[src/rtl/id_hazard_scoreboard_if.sv]
// Purpose: decode-side bundle between the ID stage and the hazard scoreboard.
// Latency: wires only; no storage.
// Backpressure: freeze/flush travel toward the scoreboard, hazard/id_issue come back.
interface id_hazard_scoreboard_if #(
  parameter int REG_FILE_DEPTH  = 4,
  parameter int STALL_CNT_WIDTH = 16
);
  logic                          id_valid;
  logic [REG_FILE_DEPTH-1:0]     id_src1;
  logic                          id_src1_used;
  logic [REG_FILE_DEPTH-1:0]     id_src2;
  logic                          id_src2_used;
  logic [REG_FILE_DEPTH-1:0]     id_dst;
  logic                          id_wb_en;
  logic                          id_mem_read;
  logic                          id_update;
  logic                          id_cond_used;
  logic                          freeze;
  logic                          flush;
  logic                          hazard;
  logic                          id_issue;
  logic [2**REG_FILE_DEPTH-1:0]  pending_mask;
  logic [STALL_CNT_WIDTH-1:0]    stall_count;

  // decode stage / pipeline control side
  modport master (
    output id_valid, id_src1, id_src1_used, id_src2, id_src2_used, id_dst,
           id_wb_en, id_mem_read, id_update, id_cond_used, freeze, flush,
    input  hazard, id_issue, pending_mask, stall_count
  );

  // scoreboard side
  modport slave (
    input  id_valid, id_src1, id_src1_used, id_src2, id_src2_used, id_dst,
           id_wb_en, id_mem_read, id_update, id_cond_used, freeze, flush,
    output hazard, id_issue, pending_mask, stall_count
  );
endinterface

[src/rtl/id_hazard_scoreboard.sv]
// Purpose: decide each cycle whether the ID instruction may issue, tracking in-flight Rd writes and flag updates.
// Latency: hazard/id_issue/pending_mask are combinational; the shadow slots advance one stage per unfrozen edge.
// Backpressure: hazard holds ID and injects a bubble into EXE; freeze holds both slots and the stall counter.
module id_hazard_scoreboard #(
  parameter int REG_FILE_DEPTH  = 4,
  parameter int FORWARD_EN      = 0,
  parameter int STALL_CNT_WIDTH = 16
) (
  input  logic                  clk,
  input  logic                  rst,
  id_hazard_scoreboard_if.slave i_sb
);

  localparam int                         LP_NREG    = 2**REG_FILE_DEPTH;
  localparam logic                       LP_FWD     = (FORWARD_EN != 0);
  localparam logic [STALL_CNT_WIDTH-1:0] LP_CNT_ONE = STALL_CNT_WIDTH'(1);

  // producer currently in EXE: ld marks a load whose data only exists after MEM
  typedef struct packed {
    logic                      wb;
    logic [REG_FILE_DEPTH-1:0] dst;
    logic                      ld;
    logic                      upd;
  } exe_slot_t;

  // producer currently in MEM; WB writes through so nothing is tracked beyond here
  typedef struct packed {
    logic                      wb;
    logic [REG_FILE_DEPTH-1:0] dst;
  } mem_slot_t;

  exe_slot_t                  r_exe;
  mem_slot_t                  r_mem;
  logic [STALL_CNT_WIDTH-1:0] r_stall_cnt;

  exe_slot_t                  w_exe_nxt;
  logic                       w_raw1;
  logic                       w_raw2;
  logic                       w_flag;
  logic                       w_hazard;
  logic                       w_issue;
  logic                       w_cnt_sat;
  logic [LP_NREG-1:0]         w_pmask;

  // A source only matches a producer that really writes Rd. With forwarding only a
  // load in EXE is unresolvable; without it any EXE or MEM producer blocks the read.
  function automatic logic f_raw(input logic [REG_FILE_DEPTH-1:0] src,
                                 input logic                      used,
                                 input exe_slot_t                 e,
                                 input mem_slot_t                 m);
    logic hit_e;
    logic hit_m;
    hit_e = e.wb & (e.dst == src) & (~LP_FWD | e.ld);
    hit_m = ~LP_FWD & m.wb & (m.dst == src);
    return used & (hit_e | hit_m);
  endfunction

  // hazard and issue decision; a flushed ID slot never stalls and never issues
  always_comb begin
    w_raw1   = f_raw(i_sb.id_src1, i_sb.id_src1_used, r_exe, r_mem);
    w_raw2   = f_raw(i_sb.id_src2, i_sb.id_src2_used, r_exe, r_mem);
    w_flag   = i_sb.id_cond_used & r_exe.upd;
    w_hazard = i_sb.id_valid & ~i_sb.flush & (w_raw1 | w_raw2 | w_flag);
    w_issue  = i_sb.id_valid & ~w_hazard & ~i_sb.freeze & ~i_sb.flush;
  end

  // what enters EXE at the next unfrozen edge: the issuing instruction or a bubble
  always_comb begin
    w_exe_nxt = '0;
    if (w_issue) begin
      w_exe_nxt.wb  = i_sb.id_wb_en;
      w_exe_nxt.dst = i_sb.id_dst;
      w_exe_nxt.ld  = i_sb.id_mem_read & i_sb.id_wb_en;
      w_exe_nxt.upd = i_sb.id_update;
    end
  end

  // one-hot OR of both in-flight destinations; same target in both slots gives one bit
  always_comb begin
    w_pmask = '0;
    if (r_exe.wb) w_pmask[r_exe.dst] = 1'b1;
    if (r_mem.wb) w_pmask[r_mem.dst] = 1'b1;
  end

  // shadow pipeline advance; freeze wins over flush so frozen slots keep their contents
  always_ff @(posedge clk or posedge rst) begin
    if (rst) begin
      r_exe <= '0;
      r_mem <= '0;
    end else if (!i_sb.freeze) begin
      r_mem.wb  <= r_exe.wb;
      r_mem.dst <= r_exe.dst;
      r_exe     <= w_exe_nxt;
    end
  end

  assign w_cnt_sat = &r_stall_cnt;

  // saturating count of cycles lost to hazards; frozen cycles are not charged
  always_ff @(posedge clk or posedge rst) begin
    if (rst) begin
      r_stall_cnt <= '0;
    end else if (!i_sb.freeze && w_hazard && !w_cnt_sat) begin
      r_stall_cnt <= r_stall_cnt + LP_CNT_ONE;
    end
  end

  assign i_sb.hazard       = w_hazard;
  assign i_sb.id_issue     = w_issue;
  assign i_sb.pending_mask = w_pmask;
  assign i_sb.stall_count  = r_stall_cnt;

endmodule

[src/flat_wrapper.sv]
// flat-port wrapper written by rule: the top's interface ports become plain ports
module id_hazard_scoreboard_flat 
#(
  parameter int REG_FILE_DEPTH  = 4,
  parameter int FORWARD_EN      = 0,
  parameter int STALL_CNT_WIDTH = 16
)
  (clk, rst, i_sb_id_valid, i_sb_id_src1, i_sb_id_src1_used, i_sb_id_src2, i_sb_id_src2_used, i_sb_id_dst, i_sb_id_wb_en, i_sb_id_mem_read, i_sb_id_update, i_sb_id_cond_used, i_sb_freeze, i_sb_flush, i_sb_hazard, i_sb_id_issue, i_sb_pending_mask, i_sb_stall_count);
  id_hazard_scoreboard_if #(.REG_FILE_DEPTH(REG_FILE_DEPTH), .STALL_CNT_WIDTH(STALL_CNT_WIDTH)) i_sb_i ();
  input  logic clk;
  input  logic rst;
  input wire logic [$bits(i_sb_i.id_valid)-1:0] i_sb_id_valid;
  input wire logic [$bits(i_sb_i.id_src1)-1:0] i_sb_id_src1;
  input wire logic [$bits(i_sb_i.id_src1_used)-1:0] i_sb_id_src1_used;
  input wire logic [$bits(i_sb_i.id_src2)-1:0] i_sb_id_src2;
  input wire logic [$bits(i_sb_i.id_src2_used)-1:0] i_sb_id_src2_used;
  input wire logic [$bits(i_sb_i.id_dst)-1:0] i_sb_id_dst;
  input wire logic [$bits(i_sb_i.id_wb_en)-1:0] i_sb_id_wb_en;
  input wire logic [$bits(i_sb_i.id_mem_read)-1:0] i_sb_id_mem_read;
  input wire logic [$bits(i_sb_i.id_update)-1:0] i_sb_id_update;
  input wire logic [$bits(i_sb_i.id_cond_used)-1:0] i_sb_id_cond_used;
  input wire logic [$bits(i_sb_i.freeze)-1:0] i_sb_freeze;
  input wire logic [$bits(i_sb_i.flush)-1:0] i_sb_flush;
  output wire logic [$bits(i_sb_i.hazard)-1:0] i_sb_hazard;
  output wire logic [$bits(i_sb_i.id_issue)-1:0] i_sb_id_issue;
  output wire logic [$bits(i_sb_i.pending_mask)-1:0] i_sb_pending_mask;
  output wire logic [$bits(i_sb_i.stall_count)-1:0] i_sb_stall_count;
  assign i_sb_i.id_valid = i_sb_id_valid;
  assign i_sb_i.id_src1 = i_sb_id_src1;
  assign i_sb_i.id_src1_used = i_sb_id_src1_used;
  assign i_sb_i.id_src2 = i_sb_id_src2;
  assign i_sb_i.id_src2_used = i_sb_id_src2_used;
  assign i_sb_i.id_dst = i_sb_id_dst;
  assign i_sb_i.id_wb_en = i_sb_id_wb_en;
  assign i_sb_i.id_mem_read = i_sb_id_mem_read;
  assign i_sb_i.id_update = i_sb_id_update;
  assign i_sb_i.id_cond_used = i_sb_id_cond_used;
  assign i_sb_i.freeze = i_sb_freeze;
  assign i_sb_i.flush = i_sb_flush;
  assign i_sb_hazard = i_sb_i.hazard;
  assign i_sb_id_issue = i_sb_i.id_issue;
  assign i_sb_pending_mask = i_sb_i.pending_mask;
  assign i_sb_stall_count = i_sb_i.stall_count;
  id_hazard_scoreboard #(.REG_FILE_DEPTH(REG_FILE_DEPTH), .FORWARD_EN(FORWARD_EN), .STALL_CNT_WIDTH(STALL_CNT_WIDTH)) u_core (.clk(clk), .rst(rst), .i_sb(i_sb_i));
endmodule
[config.mk]
export PLATFORM = sky130hd
export DESIGN_NAME = id_hazard_scoreboard_flat
export DESIGN_NICKNAME = d
export VERILOG_FILES = /design/src/rtl/id_hazard_scoreboard_if.sv /design/src/rtl/id_hazard_scoreboard.sv /design/src/flat_wrapper.sv
export SDC_FILE = /design/constraint.sdc
export NUM_CORES = 1
export LEC_CHECK = 0
export CORE_MARGIN = 2
export CORE_UTILIZATION = 50
export CTS_CLUSTER_DIAMETER = 60
export DETAILED_ROUTE_END_ITERATION = 7
export GPL_ROUTABILITY_DRIVEN = 0
export GPL_TIMING_DRIVEN = 0
export PLACE_DENSITY = 0.86
export SLEW_MARGIN = 20
export SYNTH_ARGS = -nofsm -noshare
export SYNTH_HDL_FRONTEND = slang
export SYNTH_SLANG_ARGS = --single-unit
[constraint.sdc]
create_clock -name clk -period 2.97 [get_ports clk]
set_input_delay 0.7425 -clock clk [delete_from_list [all_inputs] [get_ports clk]]
set_output_delay 0.7425 -clock clk [all_outputs]
set_load 0.03 [all_outputs]
* After elaboration in Yosys (flattened, before gate mapping) *
Index checks and enable logic that the tools add are counted.

word-level totals
  word-level logic and storage cells = 50
  memories kept = 0
  memory bits (read-only) = 0
  register bits = 27
  memory bits (writable) = 0
  latch bits = 0

cells by class
  add/sub/neg operators = 1
  divide/modulo/power cells = 0
  shifts and indexed selects = 0
  order comparisons = 4
  reductions and logical operators = 7
  bitwise operators = 21
  mux-type cells = 7
  eq/ne operators = 4
  multipliers = 0

operators by type and width
  cell                   count
  $mux 16                2
  $add 16x1->16 const B  1
  $eq 4x4->1             4
  $or 16x16->16          1
  $reduce_and 16->1      1
  $and 1x1->1            13
  $lt 4x5->1 const B     2
  $demux 1 s4            2
  $ge 4x1->1 const B     2
  $mux 7                 1
  $logic_and 1x1->1      4
  $or 1x1->1             4
  $not 1->1              3
  $logic_not 1->1        2
  $mux 1                 2

* Longest topological paths before layout *
Gate-level depths: netlist (run 1).

  depth in word-level cells = 12
  depth in mapped cells = 8
  gate-level depth less buffers = 6

* Worst setup path before layout (run 1) *
OpenSTA, ideal clock, no wires.

  path type = in2out
  start point = input port i_sb_id_src2[1]
  end point = output port i_sb_hazard
  setup slack = -0.123 ns
  data required time = 2.227 ns
  buffers on the path = 1
  arrival = 2.350 ns
  stages = 6
  cells stage by stage = xor2_1 nor4_1 a211o_4 buf_6 nor2_1 nor3b_1

between the ends
  word-level cells in the longest chain between the ends = 7

ends and longest elaborated chain
  what                                   line                                                    RTL
  start: declaration                     flat_wrapper.sv:15                                      input wire logic [$bits(i_sb_i.id_src2)-1:0] i_sb_id_src2;
  $eq 4x4->1, on equally long branches   id_hazard_scoreboard.sv:53, id_hazard_scoreboard.sv:54
  $and 1x1->1, on equally long branches  id_hazard_scoreboard.sv:53, id_hazard_scoreboard.sv:54
  $or 1x1->1 (*)                         id_hazard_scoreboard.sv:55                              return used & (hit_e | hit_m);
  $and 1x1->1 (*)                        id_hazard_scoreboard.sv:55
  $or 1x1->1 (*) (2 in a row)            id_hazard_scoreboard.sv:63                              w_hazard = i_sb.id_valid & ~i_sb.flush & (w_raw1 | w_raw2 | w_flag);
  $and 1x1->1 (*)                        id_hazard_scoreboard.sv:63
  end: declaration                       flat_wrapper.sv:24                                      output wire logic [$bits(i_sb_i.hazard)-1:0] i_sb_hazard;

Mark *: on every way between the ends. The rest lies on a longest branch, timed or not.

* Worst setup path after layout (run 1) *
Same ends and word-level chain as after synthesis.

==> reports/results.ini, run 1 <==
[outcome]
outcome = complete, no violations

[sta]
maxClockFrequency_ghz = 0.347
final-hold-violation-count = 0
worst_slew_pin_slew_ns = 0.560
relSlewSlack_pct = 62.6
report.final.setup_viol = 0
timing_max_transition_violations_final = 0
post_layout_minimum_cycle_time_ns = 2.88
timing.setup.tns_ns = 0
final.setup_skew_ns = 0.0178
timing.final.crit_share_pct = 97.1

[setup_path]
criticalPathCategory = in2out
reg2reg_setup_slack_ns = 0.85
worst_reg_to_reg_path_cell_count = 8
cp-end-kind = output pin
timing.critical_path.arrival_ns = 2.14
reg2reg_from = u_core.r_exe[3]$_DFFE_PP0N_
r2r-end = u_core.i_sb.stall_count[1]$_DFFE_PP0P_
timing.critical_path.from_type = input pin
critPathRequiredTime_ns = 2.23
critical_path.max_fanout = 10

[route]
drc_errors = 0
per_cell_via_count_in_the_routed_design = 5.97
dr_total_vias = 1649
totalWireLength_um = 4740
final_antenna_net_count = 0
drtIter0Drc = 156
post_drt_wl_per_cell_um = 17.2
drt-pass1-iter-count = 4

[layout]
layout-drive-gt1-share_pct = 26.1
final_util_pct = 74.5
post_layout_nonfiller_instances = 276
filler_cell_count = 266
most_used_cells_in_the_layout_excluding_fill_and_tap_cells = clkdlybuf4s50_1 (39), dfrtp_1 (27), xnor2_1 (21)
area_growth_pct = 42.7
diode_insertion_count_for_antenna_repair = 0
finish.net_count = 255
most_common_library_cell_in_the_layout_ignoring_fill_and_taps = clkdlybuf4s50_1

[placed_design]
dp_cells = 266
dp.final_hpwl_um = 3430
io_buffer_count = 55

[yosys]
syn_area_cell_um2 = 10.6
synth_seq_cells = 27
ys.warnings.count = 0
synthesized_netlist_cell_count = 165
post_synth_num_cell_types = 37
yosysSeqAreaShare_pct = 38.5
post_synth_instance_area_um2 = 1760
synth_nets = 189

[global_route]
antenna_found_initial = 0
grt_pass1_wl_um = 7850
grt_overflow = 0
vias_in_the_first_global_route = 1723
grt.total_usage_pct = 24.6
grt_start_max_net_pins = 28

[clocking]
post_cts_hold_buffer_count = 0
numCtsBuffers = 3
ctsLongestPathBuffers = 2
clk_latency_ns = 0.35
cts_root_buffer = clkbuf_4
cts_sinks = 27
path_clk_slew_ns = 0.13
cts_tree = yes
htree_num_levels = 1

[min_path]
worstHoldEndpoint = u_core.i_sb.stall_count[13]$_DFFE_PP0P_
timing.hold.worst.start = u_core.i_sb.stall_count[13]$_DFFE_PP0P_
min_delay_path_depth = 1
hold_path_class = reg2reg

[die]
fp-row-count = 21
boundaryPins = 57
core_um2 = 3360
die_h_um = 63.3
initial_core_utilization_pct = 52.2
floorplan.die_area_um2 = 4000
dieWidth_um = 63.3

[power]
vdd.ir_drop.worst_v = 0.000335
power_leakage_nw = 1.13
pwr_density_cell_nw_per_um2 = 311

[job]
maxCapViolCount = 0

layer usage:
| layer | wire length [um] | global-route usage [%] | vias up |
|---|---|---|---|
| met2 | 2550 | 46.8 | 93 |
| met4 | 140 | 11.7 | 0 |
| li1 | - | - | 745 |
| met1 | 1750 | 26.4 | 792 |
| met3 | 304 | 3.57 | 19 |
| met5 | 0 | 0 | - |
registers in the layout (all words and copies together), names as in the netlist:
register and count:
u_core.r_mem 5, u_core.i_sb.stall_count 16, u_core.r_exe 6
logic make-up (layout without fill, tap and decap cells):
family / count (synthesis) / count (layout) / synth area share (%)
flops: 27 / 27 / 38.5
mux: 6 / 6 / 3.85
buf+inv: 18 / 83 / 5.41
xor+xnor: 28 / 28 / 14.0
simple gates: 42 / 42 / 15.7
compound gates: 43 / 43 / 21.9
fa+ha+maj: 1 / 1 / 0.712
cells in the mapped netlist:
cell type  number  share of area, %
buf_4           3               1.3
or3b_2          1              0.50
buf_2           7               2.0
dfrtp_1        27                38
nand2b_1        2              0.71
and3_1          9               3.2
nor3_1          1              0.28
xnor2_1        21                10
nand2_1         4              0.85
clkbuf_1        1              0.21
nand3b_1        2              0.85
nand3_1         9               2.6
nor3b_1         1              0.43
a22o_1          6               3.0
a222oi_1        1              0.57
a41oi_2         1              0.93
mux2_2          5               3.2
o211ai_2        9               6.4
inv_1           5               1.1
and3_4          1              0.64
mux2_1          1              0.64
and4_4          2               1.3
xor2_1          7               3.5
and2_1          2              0.71
buf_6           1              0.64
or3b_4          1              0.64
ha_1            1              0.71
nor3_4          1              0.93
or2b_1          1              0.43
o22ai_1        17               6.1
inv_2           1              0.21
or2_2           2              0.71
nor4_1          2              0.71
o2111ai_1       5               2.5
o21ai_2         3               1.5
nor2_1          1              0.21
a211o_4         1               1.0
power by group:
group          internal, W  switching [W]  leakage (nW)  total (W)
clock            0.0000508       0.000115        0.0177   0.000166
combinational    0.0000943       0.000116         0.744   0.000210
sequential        0.000386      0.0000178         0.371   0.000404
total             0.000531       0.000249          1.13   0.000780
per-stage QoR:
step	instance area, um^2	power (W)	hold WS, ns	setup slack [ns]
2_1_floorplan	1760	0.000527	0.473	0.163
3_3_place_gp	2370	0.000601	0.486	-0.917
3_5_place_dp	2370	0.000611	0.490	-0.935
4_1_cts	2440	0.000776	0.511	-0.121
5_1_grt	2510	0.000813	0.530	-0.0171
6_report	2510	0.000780	0.508	0.0853
critical path, cell delays in order:
cell	delay (ns)
clkdlybuf4s15_1	0.24
xnor2_1	0.22
nand3_1	0.17
o21ai_4	0.20
buf_8	0.17
nor2_1	0.06
nor3b_2	0.17
buf_4	0.18
timing repair:
action                                  4_1_cts  5_1_grt
setup buffers                                 4        2
endpoints found under the setup margin        6        2
pin swaps                                     6        8
gates resized for setup                      28       15
cell type report:
class                           instances  area (um^2)  area share [%]
Tap cell                               46         57.6            2.30
Multi-Input combinational cell        120         1050            41.8
Clock inverter                          1         5.00           0.200
Buffer                                 12         83.8            3.34
Timing Repair Buffer                   61          592            23.6
Inverter                                6         22.5           0.899
Sequential cell                        27          676            27.0
Clock buffer                            3         22.5           0.899
worst max-delay path by stage:
stage | start | end | slack, ns | cells past startpoint
after floorplan | i_sb_id_src2[1] | i_sb_hazard | 0.16 | 6
after detailed placement | i_sb_id_src2[2] | i_sb_hazard | -0.94 | 8
after CTS | i_sb_id_src2[2] | i_sb_hazard | -0.12 | 9
final | i_sb_id_src2[1] | i_sb_hazard | 0.09 | 8
after global routing | i_sb_id_src2[1] | i_sb_hazard | -0.02 | 8
after global placement | i_sb_id_src2[2] | i_sb_hazard | -0.92 | 8
(Power assumes the default switching activity.)
==> inputs of run 2 (changes only) <==
--- a/config.mk
+++ b/config.mk
@@ -6,12 +6,13 @@
 export NUM_CORES = 1
 export LEC_CHECK = 0
 export CORE_MARGIN = 2
-export CORE_UTILIZATION = 50
+export CORE_UTILIZATION = 46
 export CTS_CLUSTER_DIAMETER = 60
 export DETAILED_ROUTE_END_ITERATION = 7
 export GPL_ROUTABILITY_DRIVEN = 0
 export GPL_TIMING_DRIVEN = 0
-export PLACE_DENSITY = 0.86
+export MAX_ROUTING_LAYER = met4
+export PLACE_DENSITY = 0.8
 export SLEW_MARGIN = 20
 export SYNTH_ARGS = -nofsm -noshare
 export SYNTH_HDL_FRONTEND = slang
==> constraint.sdc (replaced) <==
create_clock -name clk -period 3.3 [get_ports clk]
set_input_delay 0.825 -clock clk [delete_from_list [all_inputs] [get_ports clk]]
set_output_delay 0.825 -clock clk [all_outputs]
set_load 0.03 [all_outputs]
==> run 2 against run 1 <==
Critical path depth did not move. Register-to-register slack improved by 0.36 ns. Sequential share of layout area fell by 0.13 points. Worst setup slack got worse by 0.012 ns. Worst hold slack got worse by 0.0096 ns. Sequential cell count did not move. Critical path type unchanged.
==> reports/results.ini, run 2 (synthesis gave the netlist of run 1 again) <==
[setup_path]
criticalPathCategory = in2out  ; unchanged
crit_path_cell_trace = clkdlybuf4s50_1, nand3_2, nor4_4, a211o_4, buf_8, nor2_1, nor3b_1, buf_4  ; was clkdlybuf4s15_1, xnor2_1, nand3_1, o21ai_4, buf_8, nor2_1, nor3b_2, buf_4
max_stage_delay_ns = 0.52  ; was 0.24 ns
timing.critical_path.arrival_ns = 2.40  ; was 2.14 ns
crit_path_top_delay_cell = clkdlybuf4s50_1  ; was clkdlybuf4s15_1
critPathRequiredTime_ns = 2.47  ; was 2.23 ns
setup.worst_path.end = i_sb_hazard  ; unchanged
worst_reg_to_reg_path_cell_count = 7  ; was 8
timing.critical_path.from_type = input pin  ; unchanged
r2r-end = u_core.i_sb.stall_count[1]$_DFFE_PP0P_  ; unchanged
critical_path.max_fanout = 3  ; was 10
reg2reg_from = u_core.r_exe[2]$_DFFE_PP0N_  ; was u_core.r_exe[3]$_DFFE_PP0N_
timing.critical_path.from = i_sb_id_src2_used  ; was i_sb_id_src2[1]
reg2reg_setup_slack_ns = 1.21  ; was 0.85 ns
cp-end-kind = output pin  ; unchanged

[route]
per_cell_via_count_in_the_routed_design = 5.69  ; was 5.97
totalWireLength_um = 4550  ; was 4740 um
post_drt_wl_per_cell_um = 16.5  ; was 17.2 um
drtIter0Drc = 137  ; was 156
final_antenna_net_count = 0  ; unchanged
drc_errors = 0  ; unchanged
drt-pass1-iter-count = 6  ; was 4
dr_total_vias = 1570  ; was 1649

[layout]
post_layout_nonfiller_instances = 276  ; unchanged
layout-drive-gt1-share_pct = 24.6  ; was 26.1%
largest_register_ffs = 16  ; unchanged
area_growth_pct = 43.4  ; was 42.7%
most_common_library_cell_in_the_layout_ignoring_fill_and_taps = clkdlybuf4s50_1  ; unchanged
multi_input_area_um2 = 1060  ; was 1050 um^2
design_area_um2 = 2520  ; was 2510 um^2
diode_insertion_count_for_antenna_repair = 0  ; unchanged
most_used_cells_in_the_layout_excluding_fill_and_tap_cells = clkdlybuf4s50_1 (44), dfrtp_1 (27), xnor2_1 (21)  ; was clkdlybuf4s50_1 (39), dfrtp_1 (27), xnor2_1 (21)
finish.net_count = 253  ; was 255
sequential_cell_area_um2 = 676  ; unchanged
filler_cell_count = 303  ; was 266

[clocking]
htree_num_levels = 1  ; unchanged
cts_root_buffer = clkbuf_8  ; was clkbuf_4
clk_latency_ns = 0.27  ; was 0.35 ns
cts_tree = yes  ; unchanged
cts_sinks = 27  ; unchanged
numCtsBuffers = 3  ; unchanged
path_clk_slew_ns = 0.09  ; was 0.13 ns
ctsLongestPathBuffers = 2  ; unchanged

[sta]
report.final.setup_viol = 0  ; unchanged
maxClockFrequency_ghz = 0.310
grt_setup_unrepaired = false
final.setup_skew_ns = 0.00811  ; was 0.0178 ns
timing.final.crit_share_pct = 97.8
relSlewSlack_pct = 34.6  ; was 62.6%
final-hold-violation-count = 0  ; unchanged
post_layout_minimum_cycle_time_ns = 3.23
timing_max_transition_violations_final = 0  ; unchanged
worst_slew_pin_slew_ns = 0.975  ; was 0.560 ns
timing.setup.tns_ns = 0  ; unchanged

[job]
maxCapViolCount = 0  ; unchanged

[power]
vdd.ir_drop.worst_v = 0.000230  ; was 0.000335 V
pwr_density_cell_nw_per_um2 = 294  ; was 311 nW/um^2
power_leakage_nw = 1.09  ; was 1.13 nW

[die]
boundaryPins = 57  ; unchanged
initial_core_utilization_pct = 48.0  ; was 52.2%
fp-row-count = 22  ; was 21
die_h_um = 65.8  ; was 63.3 um
dieWidth_um = 65.8  ; was 63.3 um
core_um2 = 3660  ; was 3360 um^2
floorplan.die_area_um2 = 4330  ; was 4000 um^2

[placed_design]
dp.final_hpwl_um = 3170  ; was 3430 um
dp_cells = 268  ; was 266
io_buffer_count = 55  ; unchanged
placed_cell_area_um2 = 2370  ; about the same

[global_route]
grt.total_usage_pct = 22.1  ; was 24.6%
antenna_found_initial = 0  ; unchanged
grt_overflow = 0  ; unchanged
grt_pass1_wl_um = 7270  ; was 7850 um
vias_in_the_first_global_route = 1541  ; was 1723
grt_start_max_net_pins = 28  ; unchanged

[min_path]
hold_path_class = reg2reg  ; unchanged

[outcome]
outcome = complete, no violations  ; unchanged

[run 2: area by class of cell]
type | instances | share of cell area [%]
well taps | 48 | 2.38
repair buffers | 59 | 22.7
inverters | 6 | 0.894
flip-flops and latches | 27 | 26.8
plain buffers | 12 | 3.33
multi-input cells | 120 | 42.1
clock buffers | 4 | 1.79
[run 2: worst min-delay path by stage]
stage,start,to,slack [ns],cells after the start
6_report,u_core.i_sb.stall_count[13]$_DFFE_PP0P_,u_core.i_sb.stall_count[13]$_DFFE_PP0P_,0.50,1
5_1_grt,u_core.r_exe[0]$_DFFE_PP0N_,u_core.r_exe[0]$_DFFE_PP0N_,0.53,1
4_1_cts,u_core.i_sb.stall_count[13]$_DFFE_PP0P_,u_core.i_sb.stall_count[13]$_DFFE_PP0P_,0.50,1
3_5_place_dp,u_core.i_sb.stall_count[13]$_DFFE_PP0P_,u_core.i_sb.stall_count[13]$_DFFE_PP0P_,0.48,1
3_3_place_gp,u_core.i_sb.stall_count[13]$_DFFE_PP0P_,u_core.i_sb.stall_count[13]$_DFFE_PP0P_,0.48,1
2_1_floorplan,u_core.r_exe[0]$_DFFE_PP0N_,u_core.r_exe[0]$_DFFE_PP0N_,0.47,1
[run 2: power by group]
part           switching [W]  internal, W
registers          0.0000159     0.000347
logic               0.000105    0.0000850
clock network       0.000102    0.0000865
total               0.000222     0.000518
[run 2: per-layer routing]
metal  vias up  global-route usage [%]  wire length [um]
met1       755                    27.1              1930
met4         0                    4.43                73
met3        10                    2.56               312
met5         -                       -                 0
met2        69                    39.4              2230
li1        736                       -                 -
[run 2: metrics by stage]
| step | hold WS [ns] | utilization, % | power, W | setup WS (ns) |
|---|---|---|---|---|
| after global routing | 0.528 | 68.8 | 0.000781 | 0.00632 |
| final | 0.499 | 68.8 | 0.000741 | 0.0737 |
| after floorplan | 0.473 | - | 0.000474 | 0.0421 |
| after CTS | 0.499 | 67.9 | 0.000736 | 0.00106 |
| after detailed placement | 0.482 | 64.7 | 0.000547 | -0.785 |
| after global placement | 0.483 | 64.7 | 0.000544 | -0.782 |
[run 2: timing repair]
item                       CTS  global route
hold buffers                 0             0
gates resized for setup     28             6
pin swaps                    8             4
setup endpoints to repair    2             2
buffers inserted             4             0
[run 2: worst max-delay path: cells and delay by family]
family	cells	cell delay, ns
AND/OR/NAND/NOR	4	0.56
buffers and inverters	3	0.81
AO/OA/AOI/OAI	1	0.20
==> inputs of run 3 (changes only) <==
--- a/config.mk
+++ b/config.mk
@@ -6,13 +6,14 @@
 export NUM_CORES = 1
 export LEC_CHECK = 0
 export CORE_MARGIN = 2
-export CORE_UTILIZATION = 46
+export CORE_UTILIZATION = 55
 export CTS_CLUSTER_DIAMETER = 60
 export DETAILED_ROUTE_END_ITERATION = 7
+export DONT_BUFFER_PORTS = 1
 export GPL_ROUTABILITY_DRIVEN = 0
 export GPL_TIMING_DRIVEN = 0
 export MAX_ROUTING_LAYER = met4
-export PLACE_DENSITY = 0.8
+export PLACE_DENSITY = 0.7
 export SLEW_MARGIN = 20
 export SYNTH_ARGS = -nofsm -noshare
 export SYNTH_HDL_FRONTEND = slang
==> run 3 against run 2 <==
Power fell by 14%. Sequential share of layout area increased by 9.4 points. Largest cell class unchanged. Worst setup slack better by 0.12 ns. Via count shrank 14%. Worst hold slack worse by 0.047 ns. Register-to-register slack got worse by 0.02 ns.
==> reports/results.ini, run 3 (synthesis gave the netlist of run 1 again) <==
[outcome]
outcome = complete, no violations  ; unchanged

[sta]
grt_setup_unrepaired = false  ; unchanged
post_layout_minimum_cycle_time_ns = 3.11  ; was 3.23 ns
timing_max_transition_violations_final = 0  ; unchanged
maxClockFrequency_ghz = 0.322  ; was 0.310 GHz
relSlewSlack_pct = 37.3  ; was 34.6%
worst_slew_pin_slew_ns = 0.934  ; was 0.975 ns
final.setup_skew_ns = 0.00833  ; was 0.00811 ns
report.final.setup_viol = 0  ; unchanged
timing.final.crit_share_pct = 94.1  ; was 97.8%
finalWorstSetupSlack_ns = 0.194  ; was 0.0737 ns
final-hold-violation-count = 0  ; unchanged

[setup_path]
critical_path.max_fanout = 10  ; was 3
max_stage_delay_ns = 0.40  ; was 0.52 ns
criticalPathCategory = reg2out  ; was in2out
timing.critical_path.arrival_ns = 2.28  ; was 2.40 ns
critPathTopFamily = simple AND/OR/NAND/NOR gates  ; was buffers and inverters
cp-end-kind = output pin  ; unchanged
critPathRequiredTime_ns = 2.47  ; about the same
timing.critical_path.from_type = register  ; was input pin
crit_path_top_delay_cell = dfrtp_1  ; was clkdlybuf4s50_1
critical_path_buf_inv_count = 2  ; was 3
crit_path_cell_trace = buf_2, xor2_1, nor4_1, a211o_4, buf_6, nor2_1, nor3b_4  ; was clkdlybuf4s50_1, nand3_2, nor4_4, a211o_4, buf_8, nor2_1, nor3b_1, buf_4

[power]
power_leakage_nw = 0.830  ; was 1.09 nW
vdd.ir_drop.worst_v = 0.000231  ; was 0.000230 V
pwr_density_cell_nw_per_um2 = 341  ; was 294 nW/um^2

[layout]
final_util_pct = 61.0  ; was 68.8%
largest_register_ffs = 16  ; unchanged
diode_insertion_count_for_antenna_repair = 0  ; unchanged
most_common_library_cell_in_the_layout_ignoring_fill_and_taps = dfrtp_1  ; was clkdlybuf4s50_1
most_used_cells_in_the_layout_excluding_fill_and_tap_cells = dfrtp_1 (27), xnor2_1 (21), o22ai_1 (17)  ; was clkdlybuf4s50_1 (44), dfrtp_1 (27), xnor2_1 (21)
layout-drive-gt1-share_pct = 26.0  ; was 24.6%
filler_cell_count = 299  ; was 303
finish.net_count = 194  ; was 253
area_growth_pct = 6.05  ; was 43.4%

[global_route]
grt.total_usage_pct = 22.7  ; was 22.1%
grt_start_max_net_pins = 28  ; unchanged
grt_pass1_wl_um = 5930  ; was 7270 um
antenna_found_initial = 0  ; unchanged
grt_overflow = 0  ; unchanged
vias_in_the_first_global_route = 1291  ; was 1541

[clocking]
cts_root_buffer = clkbuf_4  ; was clkbuf_8
cts_sinks = 27  ; unchanged
numCtsBuffers = 3  ; unchanged
cts_tree = yes  ; unchanged
path_clk_slew_ns = 0.14  ; was 0.09 ns
clk_latency_ns = 0.33  ; was 0.27 ns
post_cts_hold_buffer_count = 0  ; unchanged
ctsLongestPathBuffers = 2  ; unchanged
post_cts_buffers = 0  ; was 4
htree_num_levels = 1  ; unchanged

[job]
maxCapViolCount = 0  ; unchanged

[die]
fp-row-count = 20  ; was 22
dieWidth_um = 60.5  ; was 65.8 um
initial_core_utilization_pct = 57.5  ; was 48.0%
floorplan.die_area_um2 = 3660  ; was 4330 um^2
die_h_um = 60.5  ; was 65.8 um
core_um2 = 3050  ; was 3660 um^2
boundaryPins = 57  ; unchanged

[route]
per_cell_via_count_in_the_routed_design = 6.31  ; was 5.69
drtIter0Drc = 89  ; was 137
dr_total_vias = 1345  ; was 1570
drt-pass1-iter-count = 5  ; was 6
final_antenna_net_count = 0  ; unchanged
totalWireLength_um = 3920  ; was 4550 um
post_drt_wl_per_cell_um = 18.4  ; was 16.5 um
drc_errors = 0  ; unchanged

[min_path]
hold_path_class = in2async  ; was reg2reg

[placed_design]
pre_cts_ws_ns = -0.143  ; was -0.785 ns
dp.final_hpwl_um = 2980  ; was 3170 um
io_buffer_count = 0  ; was 55

==> run 3: changes by cell type in the layout (fill, tap and decap cells not counted), sizes merged <==
cell and change:
dlymetal6s2s -1, clkdlybuf4s18 -1, clkdlybuf4s50 -44, buf -5, dlygate4sd2 -8
==> run 3: path summary, 6_finish.rpt <==
| kind | from | end | slack [ns] | cells past startpoint |
|---|---|---|---|---|
| max in group asynchronous | rst | u_core.r_exe[3]$_DFFE_PP0N_ | 2.42 | 1 |
| worst max-delay path | u_core.r_exe[5]$_DFFE_PP0N_ | i_sb_hazard | 0.19 | 7 |
| worst min register to register | u_core.r_exe[0]$_DFFE_PP0N_ | u_core.r_exe[0]$_DFFE_PP0N_ | 0.54 | 1 |
| worst min-delay path | rst | u_core.i_sb.stall_count[10]$_DFFE_PP0P_ | 0.45 | 1 |
| min in group clk | u_core.r_exe[0]$_DFFE_PP0N_ | u_core.r_exe[0]$_DFFE_PP0N_ | 0.54 | 1 |
| worst max register to register | u_core.i_sb.stall_count[0]$_DFFE_PP0P_ | u_core.i_sb.stall_count[13]$_DFFE_PP0P_ | 1.19 | 7 |
==> run 3: metrics by stage <==
step	area [um^2]	setup TNS (ns)	cells	hold WS (ns)	power, W
after floorplan	1760	0	165	0.473	0.000474
after global placement	1810	-0.120	209	0.488	0.000491
after detailed placement	1810	-0.143	209	0.510	0.000497
after CTS	1840	0	213	0.546	0.000640
after global routing	1860	0	213	0.499	0.000665
final	1860	0	213	0.452	0.000635
==> run 3: area by class of cell <==
type,count,area (um^2),area share (%)
inverters,6,22.5,1.21
well taps,44,55.1,2.95
plain buffers,12,72.6,3.90
clock buffers,4,26.3,1.41
flip-flops and latches,27,676,36.3
multi-input cells,120,1010,54.3
==> run 3: power breakdown <==
part	internal [W]	switching (W)
clock	0.0000475	0.0000956
sequential	0.000347	0.0000329
combinational	0.0000446	0.0000679
==> run 3: what timing repair did <==
| action | 4_1_cts | 5_1_grt |
|---|---|---|
| resized for setup | 1 | 3 |
| pin swaps | 0 | 0 |
| setup endpoints to repair | 1 | 1 |
==> run 3: layer usage <==
layer | track usage [%] | wire length, um | vias to the layer above | share of wire, %
met5 | - | 0 | - | 0
met4 | 9.32 | 66 | 0 | 1.7
met3 | 3.84 | 288 | 8 | 7.3
met2 | 42.1 | 2070 | 56 | 53
met1 | 23.7 | 1490 | 657 | 38
li1 | - | - | 624 | -
==> patch 1, RTL diff (flow settings as in run 2) <==
Reset style: synchronous (`rst`), changed in 2 clocked blocks.
--- a/src/rtl/id_hazard_scoreboard.sv
+++ b/src/rtl/id_hazard_scoreboard.sv
@@ -84,5 +84,5 @@
 
   // shadow pipeline advance; freeze wins over flush so frozen slots keep their contents
-  always_ff @(posedge clk or posedge rst) begin
+  always_ff @(posedge clk) begin
     if (rst) begin
       r_exe <= '0;
@@ -98,5 +98,5 @@
 
   // saturating count of cycles lost to hazards; frozen cycles are not charged
-  always_ff @(posedge clk or posedge rst) begin
+  always_ff @(posedge clk) begin
     if (rst) begin
       r_stall_cnt <= '0;
Formal check against the unedited RTL: differs if rst is asserted again (counterexample within 4 cycles, from zero or initial values and one cycle with rst high); with rst held inactive, the same outputs for 10 cycles.
==> patch 1 against run 2 <==
Routed wire length rose by 9.1%. Sequential cell count stayed put. Clock skew decreased by 5.7 ps. Final area up 2.3%. Worst setup slack improved by 26 ps. Sequential share of layout area is 5.9 points lower. Non-clock buffer count increased by 3. Synthesized area increased by 7.5%. Critical endpoint unchanged.
Power is not compared: it rests on default switching activity, and its combinational part moved more than twofold at a synthesized area within 25%.
==> patch 1: results (changes against run 2) <==
metric,value,unit,change
port_buffers,53,,-3.6%
number_of_global_route_vias_before_repair,1803,,+17%
worst_slew_margin_relative_to_its_limit,0.558,,+0.211
multi_input_gate_area,0.00125,mm2,+18%
ys_seq_area_frac,0.286,,-0.0983
placement.cell_area,0.00248,mm2,+4.8%
grt.met2_usage,0.409,,+0.0150
synth-async-reset-ratio,0,,-1.00
dp.final_hpwl,3550,um,+12%
drt-initial-drc-count,141,,+2.9%
postSynth.topFlopCell,sky130_fd_sc_hd__dfxtp_1,,
netlist_top_cells_area,"sky130_fd_sc_hd__dfxtp_1 (29%), sky130_fd_sc_hd__xor2_1 (5.6%), sky130_fd_sc_hd__mux2_1 (5.4%), sky130_fd_sc_hd__o22ai_1 (5.3%), sky130_fd_sc_hd__nor2b_1 (5.0%)",,
num_rows,23,,+4.5%
nonClockInverterCount,3,,-3
sh_seq_area,0.210,,-0.0585
detailedRoute.firstPassIterationCount,4,,-2
cp_data_arrival_time,2370,ps,-30 ps
finalClockSkew,2.44,ps,-5.67 ps
grt_start_max_net_pins,15,,-46%
layout-drive-gt1-share,0.169,,-0.0766
syn-num-nets,250,,+32%
drt-total-wl,4960,um,+9.1%
grt_first_pass_wirelength,8000,um,+10%
gr-usage-met3,0.0214,,-0.00417
non_clock_buffer_area_share,0.260,,+0.000384
multi_input_comb_cells,176,,+47%
outcome,"complete, no violations",,
ys_types,35,,-5.4%
worst_path_largest_cell_delay,210,ps,-310 ps
timing.critical_path.fanout_max,8,,+5
critPathTopFamily,simple AND/OR/NAND/NOR gates,,
n_fill_cell,343,,+13%
globalRouteTotalUtil,0.227,,+0.00608
==> patch 1: worst paths after layout <==
path                   start                          end  slack, ps
min reg2reg  u_core.r_exe[0]              u_core.r_exe[0]        470
max reg2reg  u_core.r_exe[4]  u_core.i_sb.stall_count[10]       1280
max          i_sb_id_src2[3]                  i_sb_hazard        100
min          u_core.r_exe[0]              u_core.r_exe[0]        470
==> patch 1: cell families (layout without fill, tap and decap cells) <==
logic type / Yosys count / count (layout) / share of synthesized area
and+or+nand+nor: 100 / 100 / 0.288
buffers and inverters: 23 / 81 / 0.0762
AOI/OAI and AO/OA: 39 / 39 / 0.153
muxes: 20 / 20 / 0.115
adders and majority gates: 1 / 1 / 0.00663
DFF: 27 / 27 / 0.286
xor gates and xnor gates: 16 / 16 / 0.0742
==> patch 1: metrics by stage <==
stage	hold WS [ps]	util	std cells	setup slack (ps)
finish	473	0.649	334	100
global route	510	0.649	334	1.32
CTS	479	0.638	334	21.8
detailed placement	456	0.625	329	-673
global placement	454	0.625	329	-629
floorplan	442	-	226	267
==> patch 1: power breakdown <==
part | leakage, nW | internal, mW | switching (mW)
registers | 0.218 | 0.328 | 0.00120
logic | 0.743 | 0.0401 | 0.0433
clock network | 0.0228 | 0.0863 | 0.0949
==> patch 1: routing by layer <==
metal  part of all wire  up-vias  wire length [um]
li1                   -      913                 -
met4              0.011        0                55
met2               0.50       79              2480
met1               0.43      861              2130
met5                  0        -                 0
met3              0.060        9               299
==> patch 1: what timing repair did <==
item,4_1_cts,5_1_grt
endpoints found under the setup margin,2,2
setup buffers,1,0
pin swaps,2,8
resized for setup,17,10
==> patch 2, RTL diff (settings of run 2) <==
Without the edit above. `STALL_CNT_WIDTH` is set to 16 in 3 places; all go to 14.
--- a/src/rtl/id_hazard_scoreboard_if.sv
+++ b/src/rtl/id_hazard_scoreboard_if.sv
@@ -4,5 +4,5 @@
 interface id_hazard_scoreboard_if #(
   parameter int REG_FILE_DEPTH  = 4,
-  parameter int STALL_CNT_WIDTH = 16
+  parameter int STALL_CNT_WIDTH = 14
 );
   logic                          id_valid;
--- a/src/rtl/id_hazard_scoreboard.sv
+++ b/src/rtl/id_hazard_scoreboard.sv
@@ -5,5 +5,5 @@
   parameter int REG_FILE_DEPTH  = 4,
   parameter int FORWARD_EN      = 0,
-  parameter int STALL_CNT_WIDTH = 16
+  parameter int STALL_CNT_WIDTH = 14
 ) (
   input  logic                  clk,
--- a/src/flat_wrapper.sv
+++ b/src/flat_wrapper.sv
@@ -4,5 +4,5 @@
   parameter int REG_FILE_DEPTH  = 4,
   parameter int FORWARD_EN      = 0,
-  parameter int STALL_CNT_WIDTH = 16
+  parameter int STALL_CNT_WIDTH = 14
 )
   (clk, rst, i_sb_id_valid, i_sb_id_src1, i_sb_id_src1_used, i_sb_id_src2, i_sb_id_src2_used, i_sb_id_dst, i_sb_id_wb_en, i_sb_id_mem_read, i_sb_id_update, i_sb_id_cond_used, i_sb_freeze, i_sb_flush, i_sb_hazard, i_sb_id_issue, i_sb_pending_mask, i_sb_stall_count);
Ports: changed (resized i_sb_stall_count); port bits go from 57 to 55. No check against the original RTL was run, so the function may have changed too.
==> patch 2 against run 2 <==
Synthesized cell count shrank 0.61%. Largest power group unchanged. Critical path depth grew 1. Sequential cell count shrank 2. Synthesized area shrank 1.7%. Power shrank 4.2%. Routed wire length shrank 3.5%. Sequential power shrank 7.7%. Final area shrank 0.35%. Worst setup slack lost 21 ps.
==> patch 2: results (changes against run 2) <==
metric,value,unit,change
ys_seq_area_frac,0.362,,-0.0223
met2RoutedLength,2030,um,-9.3%
grt.met2_usage,0.339,,-0.0547
globalRouteTotalUtil,0.225,,+0.00404
clockRootBuffer,sky130_fd_sc_hd__clkbuf_8,,
post_drt_wl_per_cell,15.5,um,-5.9%
power_frac_clock,0.253,,about the same
muxShareOfSynthArea,0.0391,,+0.000669
largest_register_ff_count,14,,-2
synth_compound_gate_area_share,0.211,,-0.00850
netSwitchingFraction,0.300,,about the same
worst_slew_margin_relative_to_its_limit,0.344,,-0.00222
routed_via_density,5.62,,-1.2%
cp_data_arrival_time,2420,ps,+20 ps
drt-initial-drc-count,127,,-7.3%
netlist_top_cells_area,"sky130_fd_sc_hd__dfrtp_1 (36%), sky130_fd_sc_hd__xnor2_1 (9.6%), sky130_fd_sc_hd__o22ai_1 (5.1%), sky130_fd_sc_hd__xor2_1 (4.6%), sky130_fd_sc_hd__mux2_2 (3.9%)",,
number_of_global_route_vias_before_repair,1577,,+2.3%
grt_use_met1,0.299,,+0.0276
outcome,"complete, no violations",,
met3_wirelength,284,um,-9.0%
post_synth_fa_ha_maj_area_fraction,0.00725,,+0.000124
gr-usage-met3,0.0342,,+0.00869
detailedRoute.firstPassIterationCount,4,,-2
worst_path_largest_cell_delay,430,ps,-90 ps
number_of_standard_cells_in_the_layout_taps_in_and_fillers_out,283,,+2.5%
drt-met1-wl,1920,um,-0.41%
total_switching_power,0.213,mW,-4.2%
htree_num_levels,1,,unchanged
port_buffers,53,,-3.6%
yosysWarningCount,0,,unchanged
syn_avg_cell_area,10.5,um2,-1.1%
placed_cells_incl_taps,265,,-1.1%
ys_types,39,,+5.4%
yosys.area_share.xor_xnor,0.142,,+0.00243
vdd_ir_drop_max,0.282,mV,+22%
grt_start_max_net_pins,26,,-7.1%
finish.net_count,260,,+2.8%
finalClockSkew,2.83,ps,-5.28 ps
cellLeakagePower,1.09,nW,+0.16%
n_fill_cell,298,,-1.7%
layout-drive-gt1-share,0.264,,+0.0182
path_clk_slew,80,ps,
syn-num-nets,188,,-0.53%
dp.final_hpwl,3010,um,-4.8%
power.share.sequential,0.472,,-0.018
synth.cells.most_frequent,"sky130_fd_sc_hd__dfrtp_1 (25), sky130_fd_sc_hd__xnor2_1 (19), sky130_fd_sc_hd__o22ai_1 (14)",,
[patch 2: cell count changes after synthesis, sizes merged, moves of 2 or more]
cell	delta
o22ai	-3
dfrtp	-2
buf	+2
o32ai	+2
o211ai	-4
xnor2	-2
nand4	+2
xor2	+2
inv	-3
[patch 2: cells by family after synthesis]
| group | after synthesis |
|---|---|
| DFF | 25 |
| xor gates and xnor gates | 28 |
| buffers and inverters | 18 |
| and+or+nand+nor | 47 |
| AOI/OAI and AO/OA | 39 |
| muxes | 6 |
| adders and majority gates | 1 |
[patch 2: area by class of cell]
cell class | count | share of cell area
repair buffers | 67 | 0.246
flip-flops and latches | 25 | 0.249
plain buffers | 15 | 0.0459
well taps | 48 | 0.0239
inverters | 3 | 0.00449
clock buffers | 4 | 0.0179
multi-input cells | 121 | 0.413
[patch 2: timing repair]
action	4_1_cts	5_1_grt
cloned	0	0
setup buffers	13	1
pin swaps	8	4
gates resized for setup	26	3
endpoints found under the setup margin	2	1
[patch 2: per-stage QoR]
stage               setup WS, ps  area [um2]
CTS                         31.3        2480
global route                1.66        2510
global placement            -766        2320
finish                      52.6        2510
detailed placement          -782        2320
floorplan                    278        1730
[patch 2: worst paths after layout]
kind	startpoint	endpoint	slack, ps	cells after the start
min in group asynchronous	rst	u_core.r_mem[0]	1090	2
hold reg to reg	u_core.i_sb.stall_count[13]	u_core.i_sb.stall_count[13]	500	1
setup / recovery	i_sb_id_src2_used	i_sb_hazard	50	9
hold / removal	u_core.i_sb.stall_count[13]	u_core.i_sb.stall_count[13]	500	1
setup reg to reg	u_core.r_exe[2]	u_core.i_sb.stall_count[11]	960	14
max in group asynchronous	rst	u_core.r_mem[3]	1620	2
